===== src/rtl/logic_unit_pkg.sv =====
`default_nettype none
// +--------------------------------------------------------------------------+
// | logic_unit_pkg : op-code encoding shared by the pipelined logic unit      |
// | Revision 1.0                                                              |
// +--------------------------------------------------------------------------+
package logic_unit_pkg;

    typedef logic [2:0] op_t;

    localparam op_t OP_NOT  = 3'b000;
    localparam op_t OP_AND  = 3'b001;
    localparam op_t OP_OR   = 3'b010;
    localparam op_t OP_XOR  = 3'b011;
    localparam op_t OP_NAND = 3'b100;
    localparam op_t OP_NOR  = 3'b101;
    localparam op_t OP_XNOR = 3'b110;
    localparam op_t OP_PASS = 3'b111;

endpackage
`default_nettype wire


===== src/rtl/logic_unit_stage.sv =====
`default_nettype none
// +--------------------------------------------------------------------------+
// | logic_unit_stage : one valid/data pipeline register with its ready term   |
// | Revision 1.0                                                              |
// +--------------------------------------------------------------------------+
module logic_unit_stage #(
    parameter int DW = 32
) (
    input  logic          clk,
    input  logic          rst_n,
    input  logic          up_valid,
    input  logic [DW-1:0] up_data,
    input  logic          can_next,
    output logic          valid,
    output logic [DW-1:0] data,
    output logic          can
);

    // An empty stage, or one whose contents move on this cycle, may load.
    assign can = !valid || can_next;

    always_ff @(posedge clk or negedge rst_n) begin
        if (!rst_n) begin
            valid <= 1'b0;
            data  <= '0;
        end else if (can) begin
            valid <= up_valid;
            if (up_valid) begin
                data <= up_data;
            end
        end
    end

endmodule
`default_nettype wire


===== src/rtl/logic_unit_pipe.sv =====
`default_nettype none
// +--------------------------------------------------------------------------+
// | logic_unit_pipe : pipelined 8-function bitwise logic unit, valid/ready    |
// | Optional macro LOGIC_UNIT_FLAGS_EN adds zero_flag / parity_flag outputs.  |
// | Revision 1.0                                                              |
// +--------------------------------------------------------------------------+
module logic_unit_pipe
    import logic_unit_pkg::*;
#(
    parameter int WIDTH  = 32,
    parameter int STAGES = 2,
    parameter int CNT_W  = 16
) (
    input  logic             clk,
    input  logic             rst_n,
    input  logic             in_valid,
    output logic             in_ready,
    input  logic [2:0]       op,
    input  logic [WIDTH-1:0] a,
    input  logic [WIDTH-1:0] b,
    output logic             out_valid,
    input  logic             out_ready,
    output logic [WIDTH-1:0] z,
    output logic [CNT_W-1:0] op_count
`ifdef LOGIC_UNIT_FLAGS_EN
    ,
    output logic             zero_flag,
    output logic             parity_flag
`endif
);

`ifdef LOGIC_UNIT_FLAGS_EN
    localparam int FLAG_W = 2;
`else
    localparam int FLAG_W = 0;
`endif
    localparam int DW = WIDTH + FLAG_W;

    logic             ready_en;
    logic             in_fire;
    logic [WIDTH-1:0] result;
    logic [DW-1:0]    stage_in;
    logic [STAGES:0]  can;
    logic [STAGES-1:0] v;
    logic [DW-1:0]    d [STAGES];

    // Holds in_ready low until the first edge after reset release.
    always_ff @(posedge clk or negedge rst_n) begin
        if (!rst_n) begin
            ready_en <= 1'b0;
        end else begin
            ready_en <= 1'b1;
        end
    end

    assign in_ready = ready_en && can[0];
    assign in_fire  = in_valid && in_ready;

    always_comb begin
        result = a;
        case (op_t'(op))
            OP_NOT:  result = ~a;
            OP_AND:  result = a & b;
            OP_OR:   result = a | b;
            OP_XOR:  result = a ^ b;
            OP_NAND: result = ~(a & b);
            OP_NOR:  result = ~(a | b);
            OP_XNOR: result = ~(a ^ b);
            default: result = a;
        endcase
    end

`ifdef LOGIC_UNIT_FLAGS_EN
    assign stage_in = {~|result, ^result, result};
`else
    assign stage_in = result;
`endif

    assign can[STAGES] = out_ready;

    for (genvar i = 0; i < STAGES; i++) begin : g_stage
        logic          up_v;
        logic [DW-1:0] up_d;
        if (i == 0) begin : g_first
            assign up_v = in_fire;
            assign up_d = stage_in;
        end else begin : g_rest
            assign up_v = v[i-1];
            assign up_d = d[i-1];
        end
        logic_unit_stage #(.DW(DW)) u_stage (
            .clk      (clk),
            .rst_n    (rst_n),
            .up_valid (up_v),
            .up_data  (up_d),
            .can_next (can[i+1]),
            .valid    (v[i]),
            .data     (d[i]),
            .can      (can[i])
        );
    end

    assign out_valid = v[STAGES-1];
    assign z         = d[STAGES-1][WIDTH-1:0];

`ifdef LOGIC_UNIT_FLAGS_EN
    assign zero_flag   = d[STAGES-1][WIDTH+1];
    assign parity_flag = d[STAGES-1][WIDTH];
`endif

    always_ff @(posedge clk or negedge rst_n) begin
        if (!rst_n) begin
            op_count <= '0;
        end else if (out_valid && out_ready) begin
            op_count <= op_count + CNT_W'(1);
        end
    end

endmodule
`default_nettype wire

===== config.mk =====
export PLATFORM = sky130hd
export DESIGN_NAME = logic_unit_pipe
export DESIGN_NICKNAME = d
export VERILOG_FILES = /design/src/rtl/logic_unit_pkg.sv /design/src/rtl/logic_unit_stage.sv /design/src/rtl/logic_unit_pipe.sv
export SDC_FILE = /design/constraint.sdc
export NUM_CORES = 1
export LEC_CHECK = 0
export CAP_MARGIN = 20
export CORE_UTILIZATION = 50
export CTS_BUF_LIST = sky130_fd_sc_hd__clkbuf_2 sky130_fd_sc_hd__clkbuf_4 sky130_fd_sc_hd__clkbuf_8
export DETAILED_ROUTE_END_ITERATION = 7
export GPL_TIMING_DRIVEN = 0
export MAX_ROUTING_LAYER = met4
export PLACE_DENSITY = 0.76
export SYNTH_ARGS = -nofsm -noshare
export SYNTH_HDL_FRONTEND = slang
export SYNTH_HIERARCHICAL = 1
export SYNTH_SLANG_ARGS = --single-unit
export TNS_END_PERCENT = 50

===== constraint.sdc =====
create_clock -name clk -period 1.95 [get_ports clk]
set_input_delay 0.39 -clock clk [delete_from_list [all_inputs] [get_ports clk]]
set_output_delay 0.39 -clock clk [all_outputs]
set_load 0.005 [all_outputs]

==> results of run 1 <==
-- cell usage in the layout, fill, tap and decap left out, types with 11 or more instances in the layout --
master	Yosys	layout
buf_2	23	19
mux2_4	60	60
clkdlybuf4s50_1	0	107
nor2_1	66	66
a211oi_1	22	22
inv_1	66	66
xnor2_1	12	12
o21ai_0	29	28
buf_6	6	11
ha_1	65	65
o31ai_1	13	13
dfrtp_1	83	83
a21oi_1	38	37
o211ai_1	34	34
nand2_1	35	35
-- path summary, 6_finish.rpt --
kind,from,to,cells past startpoint
min in group asynchronous,rst_n,g_stage[1].u_stage/data[10],2
min reg2reg,op_count[15],op_count[15],1
max,a[5],g_stage[0].u_stage/data[5],6
max in group asynchronous,rst_n,g_stage[0].u_stage/data[3],3
min,out_ready,op_count[0],3
max reg2reg,op_count[0],op_count[8],5
-- metal layers --
metal / wire [um] / track usage
met3: 1410 / 0.0503
met1: 7690 / 0.339
met2: 8480 / 0.426
met5: 0 / -
met4: 603 / 0.131
-- timing repair --
| item | CTS | global route |
|---|---|---|
| hold endpoints to repair | 16 | 0 |
| setup buffers | 1 | 0 |
| gates cloned | 0 | 1 |
| pin swaps | 2 | 3 |
| setup endpoints to repair | 6 | 29 |
| hold buffers | 1 | 0 |
| gates resized for setup | 11 | 18 |
-- cells by family after synthesis --
family                     synth area share
AOI/OAI and AO/OA                     0.201
and+or+nand+nor                       0.108
buffers and inverters                0.0946
DFF                                   0.304
muxes                                 0.154
adders and majority gates             0.119
xor gates and xnor gates             0.0192
other                              0.000549
-- worst max-delay path: stages --
cell and delay, ns:
clkdlybuf4s50_1 0.55, inv_1 0.09, ha_1 0.32, o311ai_1 0.32, a31oi_1 0.22, mux2_4 0.31
-- Yosys cell counts, types with 2 or more instances --
cell type	n	area [sq um]
o31ai_1	13	97.6
inv_2	2	7.51
xnor2_1	12	105
o211ai_1	34	255
a21oi_1	38	190
o21ai_0	29	145
buf_2	23	115
mux2_4	60	901
buf_4	9	67.6
buf_12	6	120
nand2_4	2	22.5
mux4_2	3	67.6
mux2i_1	3	30.0
o221a_2	3	33.8
and4_1	2	17.5
a211o_1	4	35.0
buf_6	6	67.6
a211oi_1	22	165
ha_1	65	813
and2_1	5	31.3
nand3_1	6	30.0
nor3_1	9	45.0
clkbuf_1	4	15.0
nand2_1	35	131
nor2_1	66	248
inv_1	66	248
or2b_1	2	15.0
dfrtp_1	83	2080
nand2b_4	2	27.5
or3_1	3	18.8
a31oi_1	8	50.1
nor2b_1	10	62.6
o221ai_1	2	17.5
a221oi_2	4	60.1
o2bb2ai_1	3	26.3
and3_1	2	12.5
o21ai_1	9	45.0
xor2_1	3	26.3
o311ai_1	9	78.8
o2111ai_1	3	26.3
o211a_1	8	80.1
mux2_2	5	56.3
nand4_1	5	31.3
-- area by class of cell --
| type | count | area, sq um | share of cell area |
|---|---|---|---|
| well taps | 176 | 220 | 0.0256 |
| clock inverters | 7 | 98.8 | 0.0115 |
| plain buffers | 48 | 419 | 0.0488 |
| multi-input cells | 503 | 4130 | 0.481 |
| inverters | 69 | 262 | 0.0304 |
| clock buffers | 9 | 124 | 0.0144 |
| repair buffers | 123 | 1250 | 0.146 |
| flip-flops and latches | 83 | 2080 | 0.242 |
| diodes | 1 | 2.50 | 0.000291 |
-- sequential cells by signal (all words and copies together) (netlist names) --
signal,flops
g_stage.u_stage/data,64
g_stage.u_stage/valid,2
op_count,16
ready_en,1
-- where the power goes --
group | internal [W] | switching, W
sequential | 0.00225 | 0.000358
combinational | 0.00175 | 0.000963
clock | 0.000730 | 0.000666
-- stage by stage --
stage               cell area, sq um  TNS, ns
global route                    8590        0
floorplan                       6840        0
finish                          8590        0
global placement                8250  -201.45
detailed placement              8270   -12.16
CTS                             8530        0
==> flow_metrics.py, run 1 <==
metrics = {
    "worst_setup_path": {
        "arrival_ns": 2.20,
        "path_max_fanout": 4,
        "rrSetupSlack_ns": 0.31,
        "path_class": "primary input to register",
        "worstPathRequired_ns": 2.21,
        "cp-start-kind": "primary input",
        "crit_path_end_kind": "register",
    },
    "sta": {
        "setup_viol": 0,
        "tightest_slew_ns": 0.555,
        "rsz0062_at_grt": "no",
        "skew_ns": 0.00808,
        "fmax_mhz": 514,
        "hold_viol_final": 0,
        "report.final.slew_viol_count": 0,
        "period_minus_slack_ns": 1.95,
        "slew_headroom": 0.627,
        "period_share": 0.998,
        "layout_setup_ws_ns": 0.00413,
        "hold_ws_ns": 0.420,
    },
    "power_and_ir_drop": {
        "ir_drop_mv": 0.336,
        "total_power_w": 0.00672,
        "power_density_mw_per_mm2": 782,
        "p_leak_nw": 4.12,
    },
    "global_routing": {
        "grt_max_degree": 68,
        "grt_usage": 0.272,
        "grt_first_pass_wirelength_um": 29700,
        "antenna_found_initial": 1,
        "grt_pass1_vias": 6015,
        "gr-total-overflow": 0,
    },
    "floorplanning": {
        "initial_core_util": 0.514,
        "row_count": 42,
        "dieArea_sq_mm": 0.0141,
        "core_area_sq_mm": 0.0133,
        "io_pins": 121,
        "die_w_um": 119,
        "die_h_um": 119,
    },
    "clocking": {
        "clock_latency_ns": 0.37,
        "cts-buffers-inserted": 9,
        "htree_levels": 3,
        "cts-root-buf": "clkbuf_8",
        "cts.sinks": 83,
        "clk_path_buf_depth": 2,
        "clkTransAtPathRegs_ns": 0.09,
        "cts_tree": "built",
    },
    "drt": {
        "routed-via-count": 6013,
        "drc": 0,
        "viasPerCell": 5.90,
        "routed_wl_um": 18200,
        "wl_per_cell_um": 17.9,
        "first_iter_violations": 457,
        "route.antenna.remaining_nets": 0,
        "first_pass_iters": 5,
    },
    "outcome": {
        "outcome": "finished clean",
    },
    "final_layout": {
        "fin_nets": 973,
        "syn2layout_area_growth_pct": 25.7,
        "final.fill_count": 1032,
        "utilization": 0.646,
        "finalNonFillerCells": 1019,
        "drive_gt1_frac": 0.184,
    },
    "synthesis": {
        "synth_seq_cells": 83,
        "synth_edf_count": 0,
        "ys_seq_area_frac": 0.304,
        "netlist_instances": 703,
        "async_flop_share": 1.00,
        "synth.avg_cell_area_sq_um": 9.72,
        "yosys_most_used_dff": "dfrtp_1",
        "ys_types": 58,
        "syn-cell-area_sq_mm": 0.00684,
        "ys_warn_count": 6,
        "synth_nets": 839,
    },
    "placement": {
        "dp.cells": 999,
        "portBuffers": 119,
        "place_ws_ns": -0.556,
        "place_hpwl_um": 13800,
        "globalplace.congestion": 0.899,
    },
    "worst_hold_path": {
        "min_path_type": "primary input to register",
    },
    "run": {
        "drv_cap": 0,
    },
}
Note: power is estimated with default switching activity, not from simulation.
==> inputs of run 2 (changes only) <==
- CAP_MARGIN: 20 -> 10
==> results of run 2 <==
The final DEF is identical to that of run 1; final timing and power are the same.
